<file path="src/rtl/fpu_pkg.sv">
`default_nettype none
// +----------------------------------------------------------------------------+
// | Package : fpu_pkg                                                          |
// | Shared types and constants for the FPU issue/writeback sequencer:          |
// | sequencer state encoding, FPU control bit positions, flag bit positions    |
// | and the all-ones exponent patterns used to detect Inf/NaN results.         |
// | Revision: 1.0                                                              |
// +----------------------------------------------------------------------------+
package fpu_pkg;

   typedef enum logic [1:0] {
      IDLE = 2'd0,
      EXEC = 2'd1,
      DONE = 2'd2
   } state_e;

   // FPU control word bit positions
   localparam int OP_MUL = 1;
   localparam int FMT_32 = 0;

   // Writeback flag bit positions, {N,Z,C,V}
   localparam int FLAG_N = 3;
   localparam int FLAG_Z = 2;
   localparam int FLAG_C = 1;
   localparam int FLAG_V = 0;

   localparam logic [7:0] EXP32_ONES = 8'hFF;
   localparam logic [4:0] EXP16_ONES = 5'h1F;

endpackage
`default_nettype wire

</file>
<file path="src/rtl/fpu_flag_gen.sv">
`default_nettype none
// +----------------------------------------------------------------------------+
// | Module  : fpu_flag_gen                                                     |
// | Combinational {N,Z,C,V} flag derivation from an FPU result word.           |
// | Ports   : result_i  [31:0] result (fp16 in [15:0], upper bits ignored)     |
// |           fmt32_i          1 = fp32 result, 0 = fp16 result                |
// |           flags_o   [3:0]  {N,Z,C,V}                                       |
// | Revision: 1.0                                                              |
// +----------------------------------------------------------------------------+
module fpu_flag_gen
   import fpu_pkg::*;
(
   input  logic [31:0] result_i,
   input  logic        fmt32_i,
   output logic [3:0]  flags_o
);

   // Z ignores the sign bit, so -0 reports both N and Z.
   // V flags an all-ones exponent (Inf or NaN).
   always_comb begin
      flags_o = 4'b0000;
      if (fmt32_i) begin
         flags_o[FLAG_N] = result_i[31];
         flags_o[FLAG_Z] = (result_i[30:0] == 31'd0);
         flags_o[FLAG_V] = (result_i[30:23] == EXP32_ONES);
      end else begin
         flags_o[FLAG_N] = result_i[15];
         flags_o[FLAG_Z] = (result_i[14:0] == 15'd0);
         flags_o[FLAG_V] = (result_i[14:10] == EXP16_ONES);
      end
      flags_o[FLAG_C] = 1'b0;
   end

endmodule
`default_nettype wire

</file>
<file path="src/rtl/fpu_issue_seq.sv">
`default_nettype none
// +----------------------------------------------------------------------------+
// | Module  : fpu_issue_seq                                                    |
// | Multicycle issue/writeback sequencer around a combinational fp32/fp16 FPU. |
// | Holds operands on the FPU for LAT32/LAT16 cycles, then captures result and |
// | flags into a single writeback slot with valid/ready handshake.             |
// | Ports   : clk, reset (sync, active-low), flush (sync abort)                |
// |           req_*  : request handshake, operands, control, destination       |
// |           fpu_*  : operands/control to FPU, fpu_result back               |
// |           wb_*   : writeback slot handshake, rd, result, {N,Z,C,V} flags   |
// |           busy   : sequencer not idle                                      |
// | Revision: 1.0                                                              |
// +----------------------------------------------------------------------------+
module fpu_issue_seq
   import fpu_pkg::*;
#(
   parameter int LAT32 = 3,
   parameter int LAT16 = 2,
   parameter int RD_W  = 4
) (
   input  logic            clk,
   input  logic            reset,
   input  logic            flush,
   input  logic            req_valid,
   output logic            req_ready,
   input  logic [31:0]     req_a,
   input  logic [31:0]     req_b,
   input  logic [1:0]      req_ctrl,
   input  logic [RD_W-1:0] req_rd,
   output logic [31:0]     fpu_a,
   output logic [31:0]     fpu_b,
   output logic [1:0]      fpu_ctrl,
   input  logic [31:0]     fpu_result,
   output logic            wb_valid,
   input  logic            wb_ready,
   output logic [RD_W-1:0] wb_rd,
   output logic [31:0]     wb_result,
   output logic [3:0]      wb_flags,
   output logic            busy
);

   localparam int LAT_MAX = (LAT32 > LAT16) ? LAT32 : LAT16;
   localparam int CNT_W   = $clog2(LAT_MAX) + 1;
   localparam logic [CNT_W-1:0] CNT32_INIT = CNT_W'(LAT32 - 1);
   localparam logic [CNT_W-1:0] CNT16_INIT = CNT_W'(LAT16 - 1);

   state_e          state_q;
   logic [CNT_W-1:0] cnt_q;
   logic [31:0]     fpu_a_q;
   logic [31:0]     fpu_b_q;
   logic [1:0]      fpu_ctrl_q;
   logic [RD_W-1:0] rd_q;
   logic            wb_valid_q;
   logic [31:0]     wb_result_q;
   logic [3:0]      wb_flags_q;

   logic            accept;
   logic [31:0]     cap_result_d;
   logic [3:0]      cap_flags_d;

   // Ready in IDLE, or in DONE when the slot is being drained this cycle so a
   // new op can start on the same edge. Flush and reset block any acceptance.
   assign req_ready = reset && !flush &&
                      ((state_q == IDLE) || ((state_q == DONE) && wb_ready));
   assign accept    = req_valid && req_ready;

   // fp16 results are forced to a clean zero-extended form regardless of what
   // the FPU drives on the upper half.
   assign cap_result_d = fpu_ctrl_q[FMT_32] ? fpu_result
                                            : {16'h0000, fpu_result[15:0]};

   fpu_flag_gen u_flag_gen (
      .result_i (cap_result_d),
      .fmt32_i  (fpu_ctrl_q[FMT_32]),
      .flags_o  (cap_flags_d)
   );

   always_ff @(posedge clk) begin
      if (!reset) begin
         state_q     <= IDLE;
         cnt_q       <= '0;
         fpu_a_q     <= '0;
         fpu_b_q     <= '0;
         fpu_ctrl_q  <= '0;
         rd_q        <= '0;
         wb_valid_q  <= 1'b0;
         wb_result_q <= '0;
         wb_flags_q  <= '0;
      end else if (flush) begin
         // Drop any in-flight or pending result; FPU inputs keep last values.
         state_q    <= IDLE;
         cnt_q      <= '0;
         wb_valid_q <= 1'b0;
      end else begin
         case (state_q)
            IDLE: ;
            EXEC: begin
               if (cnt_q != '0) begin
                  cnt_q <= cnt_q - CNT_W'(1);
               end else begin
                  wb_result_q <= cap_result_d;
                  wb_flags_q  <= cap_flags_d;
                  wb_valid_q  <= 1'b1;
                  state_q     <= DONE;
               end
            end
            DONE: begin
               if (wb_ready) begin
                  wb_valid_q <= 1'b0;
                  state_q    <= IDLE;
               end
            end
            default: state_q <= IDLE;
         endcase

         // Acceptance overrides the DONE->IDLE move for back-to-back issue.
         if (accept) begin
            fpu_a_q    <= req_a;
            fpu_b_q    <= req_b;
            fpu_ctrl_q <= req_ctrl;
            rd_q       <= req_rd;
            cnt_q      <= req_ctrl[FMT_32] ? CNT32_INIT : CNT16_INIT;
            state_q    <= EXEC;
         end
      end
   end

   assign fpu_a     = fpu_a_q;
   assign fpu_b     = fpu_b_q;
   assign fpu_ctrl  = fpu_ctrl_q;
   assign wb_valid  = wb_valid_q;
   assign wb_rd     = rd_q;
   assign wb_result = wb_result_q;
   assign wb_flags  = wb_flags_q;
   assign busy      = (state_q != IDLE);

endmodule
`default_nettype wire

</file>
<file path="config.mk">
export PLATFORM = sky130hd
export DESIGN_NAME = fpu_issue_seq
export DESIGN_NICKNAME = d
export VERILOG_FILES = /design/src/rtl/fpu_pkg.sv /design/src/rtl/fpu_flag_gen.sv /design/src/rtl/fpu_issue_seq.sv
export SDC_FILE = /design/constraint.sdc
export NUM_CORES = 1
export LEC_CHECK = 0
export BUFFER_PORTS_ARGS = -buffer_cell sky130_fd_sc_hd__buf_4
export CELL_PAD_IN_SITES_DETAIL_PLACEMENT = 0
export CELL_PAD_IN_SITES_GLOBAL_PLACEMENT = 2
export CORE_MARGIN = 2
export CORE_UTILIZATION = 27
export DETAILED_ROUTE_END_ITERATION = 10
export GPL_ROUTABILITY_DRIVEN = 1
export GPL_TIMING_DRIVEN = 1
export PLACE_DENSITY = 0.95
export SLEW_MARGIN = 20
export SYNTH_ARGS = -nofsm -noshare
export SYNTH_HDL_FRONTEND = slang
export SYNTH_SLANG_ARGS = --single-unit
export TNS_END_PERCENT = 10
</file>
<file path="constraint.sdc">
create_clock -name clk -period 5.5 [get_ports clk]
set_input_delay 0.275 -clock clk [delete_from_list [all_inputs] [get_ports clk]]
set_output_delay 0.275 -clock clk [all_outputs]
set_load 0.03 [all_outputs]
</file>
==> impl_metrics.ini, run 1 <==
[placement]
dpl.hpwl_um = 9090
pre_cts_slack_ps = 2340
gpl.final_weighted_congestion = 0.787
io_buffers = 214

[floorplan]
start_util = 0.276
dieArea_um2 = 17200
design.core.area_um2 = 15800
die_y_um = 131
io_pins = 216
fp-row-count = 46
die-width_um = 131

[layout]
area_growth_pct = 45.5
final_cell_mix = 219 x buf_4, 193 x nand2_1, 111 x dfxtp_1, 69 x a21boi_1, 33 x a21boi_0
layout_commonest_cell = buf_4
n_fill_cell = 1609
nNetsFinal = 811
num_antenna_cells = 0
layout-drive-gt1-share = 0.338

[global_route]
overflow = 0
grt_first_pass_wirelength_um = 19800
track_usage = 0.141
grt_max_degree = 108
grt_pass1_vias = 3972
grt_antenna_before_repair = 0

[critical_path]
slowest_delay_ps = 1020
cp.arrival_ps = 3010
crit_top_cell = buf_4
crit_buf_inv = 2
worst_path_max_delay_cell = or4b_2
crit_chain = buf_4 -> nand2b_1 -> or4b_2 -> buf_4 -> nand2_1 -> a21boi_1
critPathKind = in -> reg
start_kind = input port
required_ps = 5740
cp_top_family = simple AND/OR/NAND/NOR gates
crit_fanout = 107
cp-end-kind = flip-flop

[synthesis]
syn_nets = 621
yosysUniqueCellTypes = 36
syn-cell-area_um2 = 4370
synthMuxAreaShare = 0.00459
syn_avg_cell_area_um2 = 8.53
synthXorXnorAreaFrac = 0.00201
yosys_register_bits = 111
seq_area_frac_synth = 0.509
synth_top_family_by_area = simple AND/OR/NAND/NOR gates
synth_fa_ha_area_frac = 0.00573
synth-compound-area-share = 0.195
synth_cells = 512
synth_simple_gate_area_frac = 0.227
yosysWarnings = 0

[clock_network]
cts_setup_buffers = 0
clockRootBuffer = clkbuf_16
clkLatencyLatePin_ps = 350
clock_path_buffers = 2
cts.repair.resized = 0
clk_pin_slew_worst_paths_ps = 70
cts_tree = yes
holdBufCountCts = 0
htreeDepth = 3
cts_buffers = 9
clock-sinks = 111

[timing]
rsz0062_at_grt = no
setup_viol = 0
max_freq_mhz = 361
setup_tns_ps = 0
fin_skew_ps = 10.3
tightest_slew_ps = 889
hold_viol = 0
fin_crit_sh = 0.504
setup_slack_ps = 2730
slew_viol_final = 0
relSlewSlack = 0.407
period_minus_slack_ps = 2770

[drt]
vias = 4084
drtIter0Drc = 146
route.detailed.drc = 0
drt-vias-per-instance = 4.42
routed_wl_um = 12600
drt-pass1-iter-count = 4
ant_nets = 0
routedWlPerCell_um = 13.6

[status]
status = complete, no violations

[power]
vdd_drop_max_mv = 0.125
powerDensity_nw_per_um2 = 266
p_leak_nw = 2.62
p_total_mw = 1.69

[run]
maxCapViolations = 0

[hold_path]
hold_class = in -> reg
## power breakdown
| group | internal [mW] | switching (mW) | leakage [nW] |
|---|---|---|---|
| clock | 0.365 | 0.291 | 0.138 |
| sequential | 0.822 | 0.0118 | 0.899 |
| combinational | 0.0963 | 0.101 | 1.59 |
## path summary, 6_finish.rpt
check / start / cells past startpoint / end / slack (ps)
min: req_b[10] / 3 / fpu_b[10] / 170
max: reset / 6 / fpu_a[20] / 2730
max reg2reg: state_q[1] / 5 / fpu_a[20] / 3270
min reg2reg: fpu_b[4] / 2 / fpu_b[4] / 450
## final cells by class
class                           count  area (µm²)  area share
Clock inverter                      5        57.6     0.00906
Timing Repair Buffer              219        1640       0.259
Tap cell                          216         270      0.0426
Multi-Input combinational cell    358        1900       0.300
Sequential cell                   111        2220       0.350
Clock buffer                       11         243      0.0382
Inverter                            3        11.3     0.00177
## Yosys cell counts (all sizes together)
master,instances,share of area
a31oi,1,0.0014
nand2,193,0.17
inv,3,0.0026
buf,22,0.038
nor2,4,0.0034
nand3b,1,0.0017
nor3,2,0.0023
o211a,1,0.0023
xnor2,1,0.0020
nand3,17,0.019
o21ai,2,0.0023
nand2b,1,0.0014
nand4,3,0.0043
mux2i,2,0.0046
o211ai,1,0.0029
nor3b,1,0.0017
nor4b,2,0.0040
a2111oi,1,0.0020
a31o,1,0.0020
and4b,1,0.0023
and3b,1,0.0020
ha,2,0.0057
clkbuf,18,0.015
a211oi,1,0.0017
and2,1,0.0014
or4b,1,0.0023
conb,1,0.00086
a21oi,4,0.0046
a21boi,102,0.18
nor2b,2,0.0029
or2,1,0.0014
nor4,7,0.010
dfxtp,111,0.51
## flip-flops by register name (all words and copies together), names as in the netlist
signal and flops:
wb_result 32, wb_flags 3, state_q 2, wb_rd 4
cnt_q 3, fpu_a 32, wb_valid 1, fpu_ctrl 2
fpu_b 32
## worst min-delay path: stages
cell	delay, ps
buf_4	110
nand2_1	40
a21boi_1	50
## per-stage QoR
stage / util / instances / area [µm²] / hold WS [ps]
after floorplan: - / 512 / 4370 / 410
after global placement: 0.382 / 907 / 6050 / 441
after detailed placement: 0.382 / 907 / 6050 / 448
after CTS: 0.401 / 923 / 6350 / 153
after global routing: 0.401 / 923 / 6350 / 163
final: 0.401 / 923 / 6350 / 170
## routing by layer
metal,global-route usage,part of all wire,vias to the layer above
li1,-,-,2055
met1,0.170,0.44,1862
met2,0.229,0.46,150
met3,0.0475,0.078,17
met4,0.0580,0.020,0
met5,0,0,-
## logic make-up (layout without fill, tap and decap cells)
kind of cell | after synthesis | count (layout)
AND/OR/NAND/NOR | 238 | 238
other | 1 | 1
adder cells (fa/ha/maj) | 2 | 2
AO/OA/AOI/OAI | 114 | 114
multiplexers | 2 | 2
buffers and inverters | 43 | 238
XOR/XNOR | 1 | 1
flip-flops | 111 | 111
(Power assumes the default switching activity.)
==> inputs of run 2 (changes only) <==
Settings changed: ABC_AREA set to 1, CORE_UTILIZATION 27 to 21, PLACE_DENSITY 0.95 to 0.85.
Clock period 5.5 ns to 2.35 ns, I/O delays scaled along.
==> impl_metrics.ini, run 2 <==
[status]
status = complete, no violations

[floorplan]
design.core.area_um2 = 19300
dieArea_um2 = 20800
io_pins = 216
start_util = 0.213
fp-row-count = 51
die-width_um = 144
die_y_um = 144

[power]
pwr-share-clk = 0.403
p_leak_nw = 2.75
p_total_mw = 4.10
vdd_drop_max_mv = 0.323
powerDensity_nw_per_um2 = 646
p_seq_frac = 0.477
p_int_mw = 3.09
power.switching_mw = 1.01
p_sw_frac = 0.246
power_frac_comb = 0.120

[run]
maxCapViolations = 0

[hold_path]
hold_class = in -> reg
hp-start = req_a[29]

[timing]
fin_skew_ps = 3.77
slew_viol_final = 0
rsz0062_at_grt = no
hold_viol = 0
relSlewSlack = 0.397
setup_viol = 0
tightest_slew_ps = 905
max_freq_mhz = 576
setup_tns_ps = 0
fin_crit_sh = 0.739
period_minus_slack_ps = 1740

[clock_network]
htreeDepth = 3
cts.repair.resized = 0
clkLatencyLatePin_ps = 350
clock_path_buffers = 2
clk_pin_slew_worst_paths_ps = 70
cts_tree = yes
clockRootBuffer = clkbuf_16
holdBufCountCts = 7
clock-sinks = 111
cts_setup_buffers = 0
cts_buffers = 9

[drt]
drt-pass1-iter-count = 4
vias = 4183
drt-vias-per-instance = 4.12
ant_nets = 0
routedWlPerCell_um = 13.2
route.detailed.drc = 0
routed_wl_um = 13400
drtIter0Drc = 171

[global_route]
overflow = 0
grt_antenna_before_repair = 0
top_usage_layer = met2
use_met2 = 0.200
grt_max_degree = 82
track_usage = 0.124
use_met1 = 0.154
grt_first_pass_wirelength_um = 19900
grt_pass1_vias = 3826
grt_util_met3 = 0.0334

[layout]
finish.instance_area_um2 = 6330
n_fill_cell = 2137
final_cell_mix = 226 x buf_4, 171 x nand2_1, 111 x dfxtp_1, 101 x a21oi_1, 39 x nor2_1
layout_commonest_cell = buf_4
ff_latch_area_um2 = 2220
multi_input_area_um2 = 1630
instances_no_fill = 1015
num_antenna_cells = 0
area_growth_pct = 53.7
layout-drive-gt1-share = 0.329
nNetsFinal = 854

[synthesis]
async_flop_share = 0
yosysMostFrequentCell = nand2_1
seq_area_frac_synth = 0.539
synth_top_area_frac = 0.539
ys_top_cells_by_area = dfxtp_1 54%, nand2_1 16%, a21oi_1 12%
synth_ff_type = dfxtp_1
yosysUniqueCellTypes = 26
syn_nets = 645
syn-cell-area_um2 = 4120
synth_edf_count = 0
synth.top_cells.by_count = 171 x nand2_1, 111 x dfxtp_1, 101 x a21oi_1
yosys_register_bits = 111
synth_cells = 536
yosysWarnings = 0
syn_avg_cell_area_um2 = 7.69
synth_top_cell_by_area = dfxtp_1

[critical_path]
cp-startpoint = state_q[1]
required_ps = 2630
crit_fanout = 72
critPathKind = reg -> reg
start_kind = flip-flop
cp.arrival_ps = 2020
cp-end-kind = flip-flop
r2r_start = state_q[1]

[placement]
placed_cell_area_um2 = 5950
dpl.cell_count = 992
gpl.final_weighted_congestion = 0.771
io_buffers = 214
dpl.hpwl_um = 9250
==> run 2: path summary, 6_finish.rpt <==
path              cells after the start         to  slack [ps]
setup reg to reg                      7   cnt_q[2]         610
hold / removal                        3  fpu_a[29]          20
hold reg to reg                       2  fpu_b[16]         460
setup / recovery                      7   cnt_q[2]         610
==> run 2: power by group through the flow <==
stage	Sequential [mW]	Combinational, mW	Clock, mW
floorplan	2.08	0.146	0
global placement	2.00	0.491	0
detailed placement	2.00	0.490	0
CTS	1.95	0.500	1.73
global route	1.96	0.536	1.79
finish	1.95	0.492	1.65
==> run 2: cell type report <==
cell class              count  share of cell area
repair buffers            233               0.279
inverters                  19              0.0115
well taps                 265              0.0523
clock buffers              10              0.0361
multi-input cells         371               0.257
flip-flops and latches    111               0.351
clock inverters             6              0.0132
==> run 2: per-layer routing <==
layer	part of all wire	routed length, µm
met3	0.075	1010
met4	0.020	274
met1	0.44	5910
met2	0.46	6210
met5	0	0
==> run 2: worst max-delay path, stage by stage (launching register included) <==
cell and delay, ps:
dfxtp_1 350, a21oi_1 90, nand3_2 80, buf_4 660, nand2_1 190, inv_1 140
nand2_1 60, a21oi_1 110
==> run 2: logic make-up after synthesis <==
group | synth area share
buffers and inverters | 0.0659
other | 0.000910
AO/OA/AOI/OAI | 0.167
adder cells (fa/ha/maj) | 0.00607
AND/OR/NAND/NOR | 0.221
flip-flops | 0.539
==> run 2: stage by stage <==
step	setup WS, ps	utilization	hold slack (ps)
after floorplan	807	-	256
after global placement	523	0.308	368
after detailed placement	546	0.308	377
after CTS	575	0.328	1.07
after global routing	370	0.328	9.45
final	613	0.328	17.1
